### config.mk
export PLATFORM = sky130hd
export DESIGN_NAME = spill_register_chain
export DESIGN_NICKNAME = d
export VERILOG_FILES = /design/src/rtl/spill_register_chain.sv
export SDC_FILE = /design/constraint.sdc
export NUM_CORES = 1
export LEC_CHECK = 0
export ABC_AREA = 1
export CAP_MARGIN = 20
export CORE_AREA = 2 2 39 41
export CTS_BUF_LIST = sky130_fd_sc_hd__clkbuf_8
export DETAILED_ROUTE_END_ITERATION = 16
export DIE_AREA = 0 0 41 43
export SYNTH_ARGS = -nofsm -noshare
export SYNTH_HDL_FRONTEND = slang
export SYNTH_SLANG_ARGS = --single-unit
### constraint.sdc
create_clock -name clk_i -period 0.95 [get_ports clk_i]
set_input_delay 0.285 -clock clk_i [delete_from_list [all_inputs] [get_ports clk_i]]
set_output_delay 0.285 -clock clk_i [all_outputs]
set_load 0.03 [all_outputs]
### src/rtl/spill_register_chain.sv
// Purpose: NUM_STAGES two-slot spill stages cutting every valid/ready/data path; SPILL_REGISTER_CHAIN_FILL_CNT_EN builds fill_cnt_o.
// Latency: NUM_STAGES cycles through an empty chain, 1 beat/cycle sustained; NUM_STAGES=0 is a combinational pass-through.
// Backpressure: ready_o comes from stage-0 flops, buffers up to 2*NUM_STAGES beats; flush_i drops them all.
module spill_register_chain #(
    parameter int unsigned T_w        = 1,
    parameter int unsigned NUM_STAGES = 1,
    localparam int unsigned CNT_W     = (NUM_STAGES == 0) ? 1 : $clog2(2 * NUM_STAGES + 1)
) (
    input  logic             clk_i,
    input  logic             rst_ni,
    input  logic             flush_i,
    input  logic             valid_i,
    output logic             ready_o,
    input  logic [T_w-1:0]   data_i,
    output logic             valid_o,
    input  logic             ready_i,
    output logic [T_w-1:0]   data_o,
    output logic [CNT_W-1:0] fill_cnt_o
);

    if (NUM_STAGES == 0) begin : g_pass
        assign valid_o    = valid_i & ~flush_i;
        assign ready_o    = ready_i & ~flush_i;
        assign data_o     = data_i;
        assign fill_cnt_o = '0;
    end else begin : g_chain
        // Index k is the input side of stage k; index NUM_STAGES faces the output ports.
        logic [NUM_STAGES:0]          vld;
        logic [NUM_STAGES:0]          rdy;
        logic [NUM_STAGES:0][T_w-1:0] dat;

        assign vld[0]          = valid_i;
        assign dat[0]          = data_i;
        assign rdy[NUM_STAGES] = ready_i;
        assign ready_o         = rdy[0];
        assign valid_o         = vld[NUM_STAGES];
        assign data_o          = dat[NUM_STAGES];

        for (genvar k = 0; k < NUM_STAGES; k++) begin : g_stage
            logic           a_full;
            logic           b_full;
            logic [T_w-1:0] a_dat;
            logic [T_w-1:0] b_dat;
            logic           a_fill;
            logic           a_drain;
            logic           b_fill;
            logic           b_drain;

            // Handshakes are gated by flush so nothing moves during a flush cycle.
            assign rdy[k]   = ~(a_full & b_full) & ~flush_i;
            assign vld[k+1] = (a_full | b_full) & ~flush_i;
            assign dat[k+1] = b_full ? b_dat : a_dat;

            assign a_fill  = vld[k] & rdy[k];
            assign a_drain = a_full & ~b_full & ~flush_i;
            assign b_fill  = a_drain & ~rdy[k+1];
            assign b_drain = b_full & rdy[k+1];

            always_ff @(posedge clk_i or negedge rst_ni) begin
                if (!rst_ni) begin
                    a_full <= 1'b0;
                    b_full <= 1'b0;
                    a_dat  <= '0;
                    b_dat  <= '0;
                end else begin
                    if (flush_i) begin
                        a_full <= 1'b0;
                        b_full <= 1'b0;
                    end else begin
                        if (a_fill) begin
                            a_full <= 1'b1;
                        end else if (a_drain) begin
                            a_full <= 1'b0;
                        end
                        if (b_fill) begin
                            b_full <= 1'b1;
                        end else if (b_drain) begin
                            b_full <= 1'b0;
                        end
                    end
                    if (a_fill) begin
                        a_dat <= dat[k];
                    end
                    if (b_fill) begin
                        b_dat <= a_dat;
                    end
                end
            end
        end

`ifdef SPILL_REGISTER_CHAIN_FILL_CNT_EN
        logic             in_xfer;
        logic             out_xfer;
        logic [CNT_W-1:0] cnt_q;

        assign in_xfer    = valid_i & rdy[0];
        assign out_xfer   = vld[NUM_STAGES] & ready_i;
        assign fill_cnt_o = cnt_q;

        always_ff @(posedge clk_i or negedge rst_ni) begin
            if (!rst_ni) begin
                cnt_q <= '0;
            end else if (flush_i) begin
                cnt_q <= '0;
            end else if (in_xfer != out_xfer) begin
                cnt_q <= in_xfer ? cnt_q + CNT_W'(1) : cnt_q - CNT_W'(1);
            end
        end
`else
        assign fill_cnt_o = '0;
`endif
    end

endmodule
==> impl_metrics.py <==
metrics = {
    "outcome": {
        "status": "finished with violations",
        "violations": "negative setup slack",
    },
    "power_and_ir_drop": {
        "powerDensity_nw_per_um2": 1630,
        "leakagePower_nw": 0.223,
        "power.total_mw": 0.768,
        "max-vdd-ir-drop_mv": 0.547,
    },
    "placement": {
        "pre_cts_ws_ns": -0.486,
        "finalWeightedCongestion": 0.641,
        "io_buffer_count": 8,
    },
    "global_route": {
        "grt_max_degree": 6,
        "gr-total-overflow": 0,
        "antenna_found_initial": 0,
        "grt_usage": 0.0845,
        "grt_pass1_wl_um": 979,
        "first_global_vias": 242,
    },
    "clock_tree": {
        "cts_tree": "done",
        "cts_made_buffers": 3,
        "cts_buffer_depth": 2,
        "clk_latency_ns": 0.22,
        "root_buffer": "clkbuf_8",
        "h-tree-depth": 1,
        "clk_pin_slew_ns": 0.04,
        "clock_sinks": 4,
        "ctsHoldBuffers": 0,
    },
    "critical_path": {
        "end_kind": "output port",
        "critPathRequiredTime_ns": 0.66,
        "worstPathArrival_ns": 1.00,
        "path_class": "reg -> out",
        "critPathLaunchType": "register",
        "crit_fanout": 5,
    },
    "final_layout": {
        "drive_gt1_frac": 0.542,
        "fill_cells": 144,
        "diodes": 0,
        "regArea_um2": 103,
        "final_common_cell": "buf_4",
        "mostFrequentLayoutCells": "buf_4 (7), nand2_1 (5), inv_1 (4), clkdlybuf4s50_1 (4), buf_6 (4)",
        "syn2layout_area_growth_pct": 118,
        "final_util": 0.341,
        "fin_nets": 55,
        "multi_input_area_um2": 143,
    },
    "detailed_routing": {
        "ant_nets": 0,
        "wl_um": 577,
        "drc": 0,
        "viasPerCell": 3.89,
        "vias": 249,
        "drtPass1Iterations": 2,
        "wl_per_cell_um": 9.02,
        "dr.first_iter.drc_count": 1,
    },
    "die": {
        "rows": 14,
        "ioPinCount": 11,
        "dieArea_um2": 1760,
        "die_w_um": 41,
        "core_region_area_um2": 1380,
        "die_h_um": 43,
        "initial_core_util": 0.156,
    },
    "synthesis": {
        "ys_seq_elements": 4,
        "syn_avg_cell_area_um2": 7.46,
        "yosysUniqueCellTypes": 14,
        "synth_area_um2": 216,
        "synthCells": 29,
        "ys_warn_count": 0,
        "ys_seq_area_frac": 0.462,
    },
    "sta": {
        "timing.fmax_mhz": 778,
        "holdWs_ns": 0.281,
        "finalClockSkew_ns": 0.00538,
        "rsz0062_at_grt": "true",
        "fin_crit_sh": 1.35,
        "finalSetupTns_ns": -1.37,
        "period_minus_slack_ns": 1.29,
        "hold_viol_final": 0,
        "setup_ws_ns": -0.336,
        "setup-violations-final": 7,
        "maxSlewViolCount": 0,
    },
    "flow_run": {
        "max-cap-violations": 0,
    },
    "worst_hold_path": {
        "hold_path_class": "in -> async",
    },
}
==> kinds of logic after synthesis <==
| kind of cell | after synthesis | synth area share |
|---|---|---|
| and+or+nand+nor | 15 | 0.312 |
| buffers and inverters | 6 | 0.139 |
| DFF | 4 | 0.462 |
| AOI/OAI and AO/OA | 3 | 0.0693 |
| other | 1 | 0.0173 |
==> routing by layer <==
metal	GRT usage	wire length, um	vias to the layer above
met1	0.107	242	117
met3	0.0314	51	0
met5	0	0	-
met4	0.0600	0	0
met2	0.113	283	9
li1	-	-	123
==> worst max-delay path: stages, from the launching register on <==
cell and delay [ns]:
dfrtp_2 0.47, nor2_4 0.14, nor2_4 0.04, buf_6 0.14
==> power by group <==
group / leakage [nW] / internal [mW] / total (mW) / switching (mW)
sequential: 0.0489 / 0.192 / 0.211 / 0.0197
clock: 0.0269 / 0.276 / 0.371 / 0.0947
combinational: 0.147 / 0.0940 / 0.186 / 0.0917
==> stage by stage <==
| stage | instances | instance area (um^2) |
|---|---|---|
| 3_5_place_dp | 57 | 370 |
| 6_report | 64 | 472 |
| 4_1_cts | 63 | 459 |
| 5_1_grt | 64 | 472 |
| 3_3_place_gp | 57 | 370 |
| 2_1_floorplan | 30 | 255 |
==> sequential cells by signal, indices dropped and copies added (netlist names) <==
register / count
g_chain.g_stage.b_dat: 1
g_chain.g_stage.a_dat: 1
g_chain.g_stage.b_full: 1
g_chain.g_stage.a_full: 1
==> synth_stat cells <==
cell / instances / area (um^2)
nand2_1: 6 / 22.5
dfrtp_1: 4 / 100
inv_1: 3 / 11.3
nor2_1: 3 / 11.3
a21oi_1: 2 / 10.0
buf_4: 2 / 15.0
nand3_1: 2 / 10.0
conb_1: 1 / 3.75
inv_2: 1 / 3.75
nand2_2: 1 / 6.26
nand4_1: 1 / 6.26
nor2_2: 1 / 6.26
nor3_1: 1 / 5.00
o21ai_0: 1 / 5.00
==> what timing repair did <==
item | in CTS | in global routing
hold endpoints to repair | 0 | 0
pin swaps | 2 | 1
endpoints found under the setup margin | 7 | 7
buffers inserted | 2 | 1
resized for setup | 9 | 1
==> cell type report <==
cell class                 instances  share of cell area
sequential                         4               0.218
inverter                           4              0.0318
clock buffer                       3              0.0875
timing repair buffer              16               0.310
tap                               16              0.0424
clock inverter                     1             0.00796
multi-input combinational         20               0.302
==> final timing paths <==
| path | startpoint | to | slack, ns | cells after the start |
|---|---|---|---|---|
| worst max-delay path | g_chain.g_stage[0].b_full | valid_o | -0.34 | 3 |
| worst min-delay path | rst_ni | g_chain.g_stage[0].b_full | 0.28 | 1 |
| min in group clk_i | g_chain.g_stage[0].b_dat | g_chain.g_stage[0].b_dat | 0.50 | 2 |
| worst max register to register | g_chain.g_stage[0].b_full | g_chain.g_stage[0].a_dat | -0.14 | 6 |
| max in group asynchronous | rst_ni | g_chain.g_stage[0].a_full | 0.47 | 1 |
| worst min register to register | g_chain.g_stage[0].b_dat | g_chain.g_stage[0].b_dat | 0.50 | 2 |
Power figures use the tool's default switching activity.
